==> config.mk <==
export PLATFORM = sky130hd
export DESIGN_NAME = pb_edge_multi
export DESIGN_NICKNAME = d
export VERILOG_FILES = /design/src/rtl/pb_edge_multi.sv
export SDC_FILE = /design/constraint.sdc
export NUM_CORES = 1
export LEC_CHECK = 0
export CORE_ASPECT_RATIO = 0.5
export CORE_UTILIZATION = 60
export CTS_CLUSTER_DIAMETER = 120
export DETAILED_ROUTE_END_ITERATION = 10
export PLACE_DENSITY = 0.8
export RECOVER_POWER = 25
export SYNTH_ARGS = -nofsm -noshare
export SYNTH_HDL_FRONTEND = slang
export SYNTH_SLANG_ARGS = --single-unit
==> constraint.sdc <==
create_clock -name clk -period 4.57 [get_ports clk]
set_clock_uncertainty 0.15 [all_clocks]
set_input_delay 0.6855 -clock clk [delete_from_list [all_inputs] [get_ports clk]]
set_output_delay 0.6855 -clock clk [all_outputs]
set_load 0.05 [all_outputs]
==> src/rtl/pb_edge_multi.sv <==
// pb_edge_multi: N-channel pushbutton conditioner producing a debounced level and
// single-cycle press / release / long-press / auto-repeat pulses per channel.
`default_nettype none

module pb_edge_multi #(
  parameter int N          = 4,
  parameter int SYNC       = 2,
  parameter int DEB_CNT    = 16,
  parameter int LONG_CNT   = 1000,
  parameter int REP_CNT    = 200,
  parameter int ACTIVE_LOW = 1
) (
  input  logic         clk,
  input  logic         rst,
  input  logic [N-1:0] pb,
  output logic [N-1:0] lvl,
  output logic [N-1:0] prss,
  output logic [N-1:0] rls,
  output logic [N-1:0] lng,
  output logic [N-1:0] rpt
);

  localparam int DW   = $clog2(DEB_CNT + 1);
  localparam int HMAX = (LONG_CNT > REP_CNT) ? LONG_CNT : REP_CNT;
  localparam int HW   = $clog2(HMAX + 1);

  localparam logic          AL        = (ACTIVE_LOW != 0);
  localparam logic [DW-1:0] DEB_LAST  = DW'(DEB_CNT - 1);
  localparam logic [HW-1:0] LONG_LAST = HW'(LONG_CNT - 1);
  localparam logic [HW-1:0] LONG_SAT  = HW'(LONG_CNT);
  localparam logic [HW-1:0] REP_LAST  = HW'((REP_CNT > 0) ? (REP_CNT - 1) : 0);

  typedef enum logic [1:0] {
    HOLD_IDLE = 2'd0,
    HOLD_WAIT = 2'd1,
    HOLD_REP  = 2'd2
  } hold_e;

  for (genvar i = 0; i < N; i++) begin : g_ch
    logic [SYNC-1:0] sync_q, sync_d;
    logic            s;
    logic            st_q, st_d;
    logic [DW-1:0]   dcnt_q, dcnt_d;
    logic            acc_press, acc_release;
    hold_e           hst_q, hst_d;
    logic [HW-1:0]   hcnt_q, hcnt_d;
    logic            prss_q, prss_d;
    logic            rls_q, rls_d;
    logic            lng_q, lng_d;
    logic            rpt_q, rpt_d;

    // Debounce: a level change is accepted only after DEB_CNT consecutive
    // disagreeing samples; any agreeing sample restarts the count.
    always_comb begin
      sync_d      = {sync_q[SYNC-2:0], pb[i]};
      s           = sync_q[SYNC-1] ^ AL;
      st_d        = st_q;
      dcnt_d      = dcnt_q;
      acc_press   = 1'b0;
      acc_release = 1'b0;
      if (s == st_q) begin
        dcnt_d = '0;
      end else if (dcnt_q == DEB_LAST) begin
        st_d        = s;
        dcnt_d      = '0;
        acc_press   = s;
        acc_release = ~s;
      end else begin
        dcnt_d = dcnt_q + DW'(1);
      end
    end

    // Release wins over any long/repeat pulse falling due in the same cycle.
    always_comb begin
      hst_d  = hst_q;
      hcnt_d = hcnt_q;
      lng_d  = 1'b0;
      rpt_d  = 1'b0;
      prss_d = acc_press;
      rls_d  = acc_release;
      if (acc_release) begin
        hst_d  = HOLD_IDLE;
        hcnt_d = '0;
      end else begin
        case (hst_q)
          HOLD_IDLE: begin
            if (acc_press) begin
              hst_d  = HOLD_WAIT;
              hcnt_d = '0;
            end
          end
          HOLD_WAIT: begin
            if (hcnt_q == LONG_LAST) begin
              lng_d = 1'b1;
              if (REP_CNT > 0) begin
                hst_d  = HOLD_REP;
                hcnt_d = '0;
              end else begin
                hcnt_d = LONG_SAT;
              end
            end else if (hcnt_q < LONG_SAT) begin
              hcnt_d = hcnt_q + HW'(1);
            end
          end
          HOLD_REP: begin
            if (hcnt_q == REP_LAST) begin
              rpt_d  = 1'b1;
              hcnt_d = '0;
            end else begin
              hcnt_d = hcnt_q + HW'(1);
            end
          end
          default: begin
            hst_d  = HOLD_IDLE;
            hcnt_d = '0;
          end
        endcase
      end
    end

    always_ff @(posedge clk or negedge rst) begin
      if (!rst) begin
        sync_q <= {SYNC{AL}};
        st_q   <= 1'b0;
        dcnt_q <= '0;
        hst_q  <= HOLD_IDLE;
        hcnt_q <= '0;
        prss_q <= 1'b0;
        rls_q  <= 1'b0;
        lng_q  <= 1'b0;
        rpt_q  <= 1'b0;
      end else begin
        sync_q <= sync_d;
        st_q   <= st_d;
        dcnt_q <= dcnt_d;
        hst_q  <= hst_d;
        hcnt_q <= hcnt_d;
        prss_q <= prss_d;
        rls_q  <= rls_d;
        lng_q  <= lng_d;
        rpt_q  <= rpt_d;
      end
    end

    assign lvl[i]  = st_q;
    assign prss[i] = prss_q;
    assign rls[i]  = rls_q;
    assign lng[i]  = lng_q;
    assign rpt[i]  = rpt_q;
  end

endmodule

`default_nettype wire

==> results_dict.tcl <==
set metrics [dict create \
    vias 3595 \
    r2r_slack_ns 2.35 \
    cpLargestDelayFamily "buffers and inverters" \
    crit_chain "clkdlybuf4s50_1" \
    synth_nets 520 \
    synth_compound_area_share_pct 17.5 \
    cts_tree "done" \
    grt_use_met3_pct 5.78 \
    timing.slew.headroom_pct -9.80 \
    routedWlPerCell_um 14.9 \
    cts.sinks 96 \
    synth_flop_cell "dfrtp_1" \
    drt_pass1_iterations 4 \
    drive_gt1_share_pct 11.5 \
    antenna_left 0 \
    clockBufferDepth 2 \
    setup_violations 0 \
    io_buffers 25 \
    grt_overflow 0 \
    power_leakage_nw 2.61 \
    cts_resized 0 \
    core_region_area_um2 8120 \
    initial_core_util_pct 63.0 \
    r2r-start "g_ch[1].hcnt_q[0]$_DFFE_PN0P_" \
    grt_pass1_wl_um 16200 \
    clock_latency_ns 0.35 \
    synth_xor_area_share_pct 2.57 \
    num_rows 23 \
    min_path_type "flip-flop to flip-flop" \
    clk_pin_slew_ns 0.07 \
    synth_top_family_by_area "simple AND/OR/NAND/NOR gates" \
    p_total_mw 1.69 \
    syn_to_final_growth_pct 10.1 \
    cts.hold.buffers_added 0 \
    synthArstFlopShare_pct 100 \
    cts_buffers 9 \
    critPathLaunchType "flip-flop" \
    arrival_ns 1.66 \
    fin_crit_sh_pct 54.7 \
    syn-cell-area_um2 5110 \
    ios 26 \
    grt_max_degree 69 \
    drt_wl_total_um 9180 \
    drt_iter0_drc 199 \
    diodes 0 \
    synth_warnings 0 \
    synth_cell_types 61 \
    cp_data_required_time_ns 3.73 \
    postSynthCellCount 490 \
    path_buf_inv 1 \
    cpPeakStageDelay_ns 0.85 \
    ys_seq_area_share_pct 47.2 \
    status "complete, but fails checks" \
    finalMaxSlewViolations 69 \
    ys_ff_latch 96 \
    crit_type "flip-flop to output port" \
    post-route-drc-count 0 \
    post_cts_buffers 0 \
    min_from "g_ch[2].sync_q[0]$_DFF_PN1_" \
    antenna_found_initial 0 \
    layout_min_cycle_time_ns 2.50 \
    tns_ns 0 \
    grt_busiest_layer "met2" \
    rsz0062_at_grt "false" \
    synth-simple-area-share_pct 20.8 \
    met1_usage_pct 29.3 \
    synth_edf_count 0 \
    met2_usage_pct 40.2 \
    die_h_um 67.3 \
    grt_pass1_vias 3457 \
    worst_pin_slew_ns 1.65 \
    cap_violations 1 \
    fp.dieArea_um2 8910 \
    place.gp.congestion 0.848 \
    dp_hpwl_um 6260 \
    synth.avg_cell_area_um2 10.4 \
    nets 531 \
    htreeDepth 3 \
    startpoint "g_ch[3].st_q$_DFFE_PN0P_" \
    ctsRootBufferMaster "clkbuf_16" \
    ir_drop_v 0.000194 \
    gr-usage-all-layers_pct 23.1 \
    muxShareOfSynthArea_pct 1.03 \
    critPathMaxFanout 7 \
    hold_slack_ns 0.204 \
    die_width_um 133 \
    via_per_inst 5.82 \
    hold_viol 0 \
    fmax_mhz 400 \
    violations "capacitance limit, slew limit" \
    power_density_nw_per_um2 300 \
    cpMaxStageDelayCell "clkdlybuf4s50_1" \
    cp-end-kind "output port" \
    synth_adder_area_share_pct 5.88 \
]
## power breakdown
part / switching (mW) / internal [mW] / total, mW
Clock: 0.338 / 0.433 / 0.771
Combinational: 0.0280 / 0.0139 / 0.0419
Sequential: 0.0120 / 0.864 / 0.876
## logic make-up after synthesis
group | count (synthesis)
compound gates | 118
xor+xnor | 15
fa+ha+maj | 24
buf+inv | 48
flops | 96
mux | 5
simple gates | 184
## path summary, 6_finish.rpt
check	to	cells after the start
worst max register to register	g_ch[1].hcnt_q[7]$_DFFE_PN0P_	6
worst min-delay path	g_ch[2].sync_q[1]$_DFF_PN1_	0
max in group asynchronous	g_ch[3].sync_q[0]$_DFF_PN1_	2
worst max-delay path	lvl[3]	1
worst min register to register	g_ch[2].sync_q[1]$_DFF_PN1_	0
min in group asynchronous	g_ch[2].prss_q$_DFF_PN0_	1
## layout by cell type (no fill, tap or decap), types with 7 or more instances in the layout
cell type        synthesis  final
dfrtp_1                 88     88
inv_1                   22     22
clkbuf_16                0      9
o21ai_0                 36     36
xnor2_1                  7      7
nor2_1                  31     31
nor3_1                  15     15
ha_1                    24     24
a22o_1                  27     27
nand2_1                 47     47
xor2_1                   8      8
nor2b_1                 16     16
clkdlybuf4s50_1          0     20
nand3_1                 17     17
and3_1                  18     18
## worst reg2reg max path, cell delays in order (launching register included)
cell	delay [ns]
dfrtp_1	0.40
ha_1	0.23
and4bb_1	0.25
a31oi_1	0.26
o211ai_2	0.23
or4_1	0.52
o211ai_1	0.09
## cells in the mapped netlist, types with 5 or more instances
library cell / count / area share [%]
a21o_1: 6 / 0.88
a21oi_1: 6 / 0.59
a22o_1: 27 / 4.6
a31oi_1: 6 / 0.73
and3_1: 18 / 2.2
buf_4: 21 / 3.1
dfrtp_1: 88 / 43
dfstp_2: 8 / 4.1
ha_1: 24 / 5.9
inv_1: 22 / 1.6
nand2_1: 47 / 3.5
nand3_1: 17 / 1.7
nor2_1: 31 / 2.3
nor2b_1: 16 / 2.0
nor3_1: 15 / 1.5
o21ai_0: 36 / 3.5
o21ai_2: 5 / 0.86
or2_2: 5 / 0.61
xnor2_1: 7 / 1.2
xor2_1: 8 / 1.4
## cell type report
| class | instances | area, um2 |
|---|---|---|
| multi-input cells | 346 | 2440 |
| fillers | 599 | 2490 |
| well taps | 112 | 140 |
| flip-flops and latches | 96 | 2410 |
| repair buffers | 26 | 253 |
| clock buffers | 10 | 229 |
| inverters | 22 | 82.6 |
| clock inverters | 6 | 73.8 |
## state kept, by name (all words and copies together), names as in the netlist
register	cells
g_ch.hcnt_q	40
g_ch.sync_q	8
g_ch.rls_q	4
g_ch.prss_q	4
g_ch.st_q	4
g_ch.rpt_q	4
g_ch.hst_q	8
g_ch.lng_q	4
g_ch.dcnt_q	20
## routing by layer
layer	up-vias	share of wire [%]
li1	1771	-
met5	-	0
met2	62	48
met1	1748	47
met3	14	3.5
met4	0	1.3
## through the flow
stage,instances,area [um2],utilization (%),setup slack (ns)
after floorplan,490,5110,-,2.55
after CTS,618,5630,69.4,2.06
final,618,5630,69.4,2.07
after global routing,618,5630,69.4,2.01
after detailed placement,602,5330,65.7,2.40
after global placement,602,5330,65.7,2.43
Power figures use the tool's default switching activity.
